[src/rtl/key_note_select_pkg.sv]
// Shared constants for the key-to-note front end: key count, note terminal-count table, FSM states.
// Terminal counts assume a 50 MHz clock; the downstream counter runs 0..period and wraps.
// Pure declarations; no storage, no flow control.
package key_note_pkg;

    localparam int NUM_KEYS = 8;

    localparam logic [15:0] NOTE_C6 = 16'd47777;
    localparam logic [15:0] NOTE_D6 = 16'd42565;
    localparam logic [15:0] NOTE_E6 = 16'd37921;
    localparam logic [15:0] NOTE_F6 = 16'd35793;
    localparam logic [15:0] NOTE_G6 = 16'd31887;
    localparam logic [15:0] NOTE_A6 = 16'd28408;
    localparam logic [15:0] NOTE_B6 = 16'd25309;
    localparam logic [15:0] NOTE_C7 = 16'd23888;

    typedef enum logic {
        IDLE,
        PLAYING
    } state_t;

    function automatic logic [15:0] note_period(input logic [2:0] idx);
        logic [15:0] tc;
        case (idx)
            3'd0:    tc = NOTE_C6;
            3'd1:    tc = NOTE_D6;
            3'd2:    tc = NOTE_E6;
            3'd3:    tc = NOTE_F6;
            3'd4:    tc = NOTE_G6;
            3'd5:    tc = NOTE_A6;
            3'd6:    tc = NOTE_B6;
            default: tc = NOTE_C7;
        endcase
        return tc;
    endfunction

endpackage

[src/rtl/key_note_select_if.sv]
// Key inputs and note outputs between the key front end and its neighbours.
// Latency set by the slave; no handshake, outputs are plain registered levels/strobes.
// No backpressure: the downstream counter always accepts a new period.
interface key_note_select_if #(
    parameter int PERIOD_W = 16
);
    logic [7:0]          keys;
    logic [PERIOD_W-1:0] period;
    logic                note_on;
    logic [2:0]          note_idx;
    logic                period_load;

    modport master (
        output keys,
        input  period,
        input  note_on,
        input  note_idx,
        input  period_load
    );

    modport slave (
        input  keys,
        output period,
        output note_on,
        output note_idx,
        output period_load
    );
endinterface

[src/rtl/key_debouncer.sv]
// One key: 2-flop synchroniser, mismatch run counter, debounced stable bit.
// stable flips DEBOUNCE_CYCLES+2 edges after a held change on key.
// No backpressure; pulses shorter than DEBOUNCE_CYCLES synced cycles are dropped.
module key_debouncer #(
    parameter int DEBOUNCE_CYCLES = 250000
) (
    input  logic clk,
    input  logic rst_n,
    input  logic key,
    output logic stable
);
    localparam int CNT_W = $clog2(DEBOUNCE_CYCLES + 1);

    logic             sync1;
    logic             sync2;
    logic [CNT_W-1:0] cnt;

    always_ff @(posedge clk or negedge rst_n) begin
        if (!rst_n) begin
            sync1  <= 1'b0;
            sync2  <= 1'b0;
            cnt    <= '0;
            stable <= 1'b0;
        end else begin
            sync1 <= key;
            sync2 <= sync1;
            // Any agreeing cycle restarts the run, so only an unbroken mismatch flips stable.
            if (sync2 != stable) begin
                if (cnt == CNT_W'(DEBOUNCE_CYCLES - 1)) begin
                    stable <= ~stable;
                    cnt    <= '0;
                end else begin
                    cnt <= cnt + 1'b1;
                end
            end else begin
                cnt <= '0;
            end
        end
    end

endmodule

[src/rtl/key_note_select.sv]
// Debounces 8 piano keys and emits the highest held key's divider terminal count.
// Outputs follow a held key change by DEBOUNCE_CYCLES+3 edges, all registered.
// No backpressure; period_load pulses one cycle per new nonzero period.
module key_note_select
    import key_note_pkg::*;
#(
    parameter int DEBOUNCE_CYCLES = 250000,
    parameter int PERIOD_W        = 16
) (
    input  logic              clk,
    input  logic              rst_n,
    key_note_select_if.slave  bus
);
    logic [NUM_KEYS-1:0] stable;
    logic                any_held;
    logic [2:0]          win_idx;
    state_t              state;

    for (genvar k = 0; k < NUM_KEYS; k++) begin : g_key
        key_debouncer #(
            .DEBOUNCE_CYCLES(DEBOUNCE_CYCLES)
        ) u_deb (
            .clk    (clk),
            .rst_n  (rst_n),
            .key    (bus.keys[k]),
            .stable (stable[k])
        );
    end

    // Ascending scan so the highest set index is the last one written.
    always_comb begin
        any_held = |stable;
        win_idx  = 3'd0;
        for (int i = 0; i < NUM_KEYS; i++) begin
            if (stable[i]) begin
                win_idx = 3'(i);
            end
        end
    end

    always_ff @(posedge clk or negedge rst_n) begin
        if (!rst_n) begin
            state           <= IDLE;
            bus.period      <= '0;
            bus.note_on     <= 1'b0;
            bus.note_idx    <= 3'd0;
            bus.period_load <= 1'b0;
        end else begin
            bus.period_load <= 1'b0;
            case (state)
                IDLE: begin
                    if (any_held) begin
                        state           <= PLAYING;
                        bus.period      <= PERIOD_W'(note_period(win_idx));
                        bus.note_idx    <= win_idx;
                        bus.note_on     <= 1'b1;
                        bus.period_load <= 1'b1;
                    end
                end
                PLAYING: begin
                    if (!any_held) begin
                        state        <= IDLE;
                        bus.period   <= '0;
                        bus.note_idx <= 3'd0;
                        bus.note_on  <= 1'b0;
                    end else if (win_idx != bus.note_idx) begin
                        bus.period      <= PERIOD_W'(note_period(win_idx));
                        bus.note_idx    <= win_idx;
                        bus.period_load <= 1'b1;
                    end
                end
                default: state <= IDLE;
            endcase
        end
    end

endmodule

[src/flat_wrapper.sv]
// flat-port wrapper written by rule: the top's interface ports become plain ports
module key_note_select_flat import key_note_pkg::*;
#(
    parameter int DEBOUNCE_CYCLES = 250000,
    parameter int PERIOD_W        = 16
)
  (clk, rst_n, bus_keys, bus_period, bus_note_on, bus_note_idx, bus_period_load);
  key_note_select_if #(.PERIOD_W(PERIOD_W)) bus_i ();
  input  logic clk;
  input  logic rst_n;
  input wire logic [$bits(bus_i.keys)-1:0] bus_keys;
  output wire logic [$bits(bus_i.period)-1:0] bus_period;
  output wire logic [$bits(bus_i.note_on)-1:0] bus_note_on;
  output wire logic [$bits(bus_i.note_idx)-1:0] bus_note_idx;
  output wire logic [$bits(bus_i.period_load)-1:0] bus_period_load;
  assign bus_i.keys = bus_keys;
  assign bus_period = bus_i.period;
  assign bus_note_on = bus_i.note_on;
  assign bus_note_idx = bus_i.note_idx;
  assign bus_period_load = bus_i.period_load;
  key_note_select #(.DEBOUNCE_CYCLES(DEBOUNCE_CYCLES), .PERIOD_W(PERIOD_W)) u_core (.clk(clk), .rst_n(rst_n), .bus(bus_i));
endmodule
[config.mk]
export PLATFORM = sky130hd
export DESIGN_NAME = key_note_select_flat
export DESIGN_NICKNAME = d
export VERILOG_FILES = /design/src/rtl/key_note_select_pkg.sv /design/src/rtl/key_note_select_if.sv /design/src/rtl/key_debouncer.sv /design/src/rtl/key_note_select.sv /design/src/flat_wrapper.sv
export SDC_FILE = /design/constraint.sdc
export NUM_CORES = 1
export LEC_CHECK = 0
export CAP_MARGIN = 0
export CORE_ASPECT_RATIO = 1.5
export CORE_MARGIN = 2
export CORE_UTILIZATION = 50
export CTS_CLUSTER_SIZE = 30
export DETAILED_ROUTE_END_ITERATION = 8
export GPL_TIMING_DRIVEN = 0
export PLACE_DENSITY = 0.67
export SETUP_SLACK_MARGIN = 0.2
export SLEW_MARGIN = 40
export SYNTH_ARGS = -nofsm -noshare
export SYNTH_HDL_FRONTEND = slang
export SYNTH_HIERARCHICAL = 1
export SYNTH_SLANG_ARGS = --single-unit
export TNS_END_PERCENT = 50
[constraint.sdc]
create_clock -name clk -period 3.3 [get_ports clk]
set_clock_uncertainty 0.15 [all_clocks]
set_input_delay 0.495 -clock clk [delete_from_list [all_inputs] [get_ports clk]]
set_output_delay 0.495 -clock clk [all_outputs]
set_load 0.005 [all_outputs]
==> qor.csv <==
stage;metric;value;unit
floorplan;Die H;173;microns
yosys;sequential-to-total area share from yosys stat;50.1;%
timing;Worst Max-Slew Pin Slew;0.659;ns
timing;Tcrit/Tclk final;78.4;%
critical_path;Required @ worst endpoint;3.47;ns
timing;minimum clock period;2.59;ns
job;# Max-Cap Violations;0;
finish;Finished Layout Cells;1236;
clock_tree;CTS tree;done;
critical_path;Crit path arrival time;2.75;ns
pwr;Peak VDD IR;0.295;mV
critical_path;CP startpoint kind;register;
yosys;Mapped Area;9490;sq um
yosys;Synth area leaders;dfrtp_1 (50%), xnor2_1 (7.6%), nor2_1 (6.2%), nor4_1 (3.8%), xor2_1 (3.7%);
yosys;Synth Flop Type;dfrtp_1;
route;drt drc;0;
floorplan;core box area;18500;sq um
timing;final hold viol count;0;
floorplan;I/O pins;31;
yosys;Post-synth EDFFs;0;
finish;share of post-route cells with drive strength above 1;12.1;%
place;GP Congestion;0.830;
yosys;average size of a mapped cell;10.3;sq um
place;DP Cell Count;1203;
clock_tree;# clock sinks;190;
route;Iter 0 DRT Violations;344;
pwr;pwr dens;427;nW/um^2
timing;fmax;0.387;GHz
route;drt first pass iters;4;
timing;TNS Setup;0;ns
yosys;Post-synth top cells;dfrtp_1 (190), nor2_1 (157), xnor2_1 (82), nor4_1 (57), nand2_1 (56);
route;post-route ant nets;0;
finish;Final Cell Area;10800;sq um
floorplan;num rows;61;
yosys;Yosys reg bits;190;
critical_path;crit-path max FO;10;
finish;ant diodes;0;
floorplan;die footprint;20100;sq um
place;IO buf count;30;
floorplan;Starting Density;51.2;%
finish;area of the multi-input gates;4460;sq um
finish;flip-flop and latch area;4750;sq um
yosys;distinct cell type count after synthesis;47;
clock_tree;clk slew on worst S/H paths;0.07;ns
global_route;total grt overflow;0;
yosys;Mapped Cells;918;
critical_path;crit path kind;reg2reg;
finish;Nets;991;
clock_tree;CTS root buf;clkbuf_16;
timing;Slew headroom;55.9;%
yosys;Syn. warnings;6;
floorplan;Die W;116;microns
finish;final core utilization;58.2;%
route;via count;6747;
timing;RSZ-0062 raised after global routing;no;
yosys;Synth top area share;50.1;%
min_path;worst hold path type;reg2reg;
place;DP Area;10200;sq um
global_route;GRT Util Overall;19.1;%
yosys;cell taking the most area after synthesis;dfrtp_1;
timing;Final Max Slew Viols;0;
critical_path;Setup crit end kind;register;
yosys;count leader, synth;dfrtp_1;
global_route;largest net degree at the start of global routing;56;
finish;Synth-to-Final Area Change;13.7;%
timing;Final setup viols;0;
clock_tree;worst-case clock buffer depth;2;
yosys;Post-Syn Nets;938;
pwr;Pleak;4.44;nW
clock_tree;CTS Buf Count;17;
route;routed len/inst;14.5;microns
route;via/cell ratio;5.46;
route;DRT Wirelength;17900;microns
status;status;finished, final reports clean;
clock_tree;clk_lat worst skew;0.43;ns
global_route;vias in the first global route;6751;
clock_tree;Resize count post-CTS;0;
global_route;antenna violations before repair;0;
finish;fillcell total;1593;
global_route;first-pass GRT wire length;31200;microns
yosys;asr flop ratio synth;100;%
clock_tree;H-tree depth;4;
place;hpwl dp;12700;microns
cell families after synthesis:
logic type               synth area share (%)
multiplexers                             2.79
buffers and inverters                    2.91
adder cells (fa/ha/maj)                  1.32
flip-flops                               50.1
XOR/XNOR                                 11.3
AND/OR/NAND/NOR                          25.3
AO/OA/AOI/OAI                            6.33
flip-flops by register name (all words and copies together), names as in the netlist:
name,count
u_core/bus.note_idx,3
u_core/bus.note_on,1
u_core/bus.period,16
u_core/bus.period_load,1
u_core/g_key.u_deb/cnt,144
u_core/g_key.u_deb/stable,8
u_core/g_key.u_deb/sync1,8
u_core/g_key.u_deb/sync2,8
u_core/state,1
critical path, cell delays in order, from the launching register on:
cell     delay (ns)
dfrtp_1        0.40
buf_4          0.19
nor4_4         0.36
and2_1         0.24
inv_1          0.07
ha_1           0.26
a21oi_4        0.30
buf_8          0.20
mux2_4         0.30
report_power, final:
| part | internal [mW] | switching [mW] | leakage, nW |
|---|---|---|---|
| Combinational | 0.0630 | 0.103 | 1.56 |
| Clock | 1.16 | 0.885 | 0.286 |
| Sequential | 2.36 | 0.0351 | 2.60 |
| Total | 3.58 | 1.02 | 4.44 |
timing repair:
action,in CTS,in global routing
hold buffers,1,0
setup endpoints to repair,0,0
hold endpoints to repair,39,0
buffers inserted,0,0
layout by cell type, fill, tap and decap left out, drive strengths merged, types with 2 or more instances in the layout:
cell type / instances
dfrtp: 190
nor2: 157
xnor2: 82
nor4: 58
nand3: 58
nand2: 56
nand4: 48
xor2: 40
inv: 31
a21oi: 31
clkbuf: 30
clkdlybuf4s50: 29
o21ai: 22
nor3: 19
mux2: 17
buf: 16
or4: 16
nand2b: 13
ha: 10
o41ai: 8
and3: 8
and4: 8
or3: 8
mux2i: 7
clkinv: 5
clkinvlp: 3
bufinv: 2
a31oi: 2
a311oi: 2
layer usage:
metal	global-route usage, %	share of wire, %
met1	24.3	45
met2	31.3	50
met3	3.82	2.7
met4	8.28	2.4
met5	0	0
cell type report:
class / instances / area share [%]
clock inverters: 13 / 1.28
inverters: 28 / 0.974
clock buffers: 19 / 4.20
multi-input cells: 677 / 41.3
flip-flops and latches: 190 / 44.0
well taps: 252 / 2.92
repair buffers: 34 / 3.69
plain buffers: 23 / 1.59
through the flow:
stage          worst slack (ns)  hold WS (ns)  total power [mW]
2_1_floorplan             0.935        0.0494              2.51
3_3_place_gp              -6.35         0.183              2.60
3_5_place_dp              0.692         0.186              2.61
4_1_cts                   0.683         0.202              4.67
5_1_grt                   0.550         0.205              4.79
6_report                  0.714         0.199              4.61
path summary, 6_finish.rpt:
check                                                         start                                endpoint  slack [ns]  cells after the start
min in group asynchronous                                     rst_n  u_core/g_key[0].u_deb/cnt[0]$_DFF_PN0_        0.38                      2
min reg2reg                   u_core/g_key[7].u_deb/sync1$_DFF_PN0_   u_core/g_key[7].u_deb/sync2$_DFF_PN0_        0.20                      0
min                           u_core/g_key[7].u_deb/sync1$_DFF_PN0_   u_core/g_key[7].u_deb/sync2$_DFF_PN0_        0.20                      0
max reg2reg                u_core/g_key[5].u_deb/stable$_DFFE_PN0P_        u_core/bus.period[0]$_DFFE_PN0P_        0.71                      8
max in group asynchronous                                     rst_n  u_core/g_key[7].u_deb/cnt[0]$_DFF_PN0_        1.76                      4
max                        u_core/g_key[5].u_deb/stable$_DFFE_PN0P_        u_core/bus.period[0]$_DFFE_PN0P_        0.71                      8
Note: power is estimated with default switching activity, not from simulation.
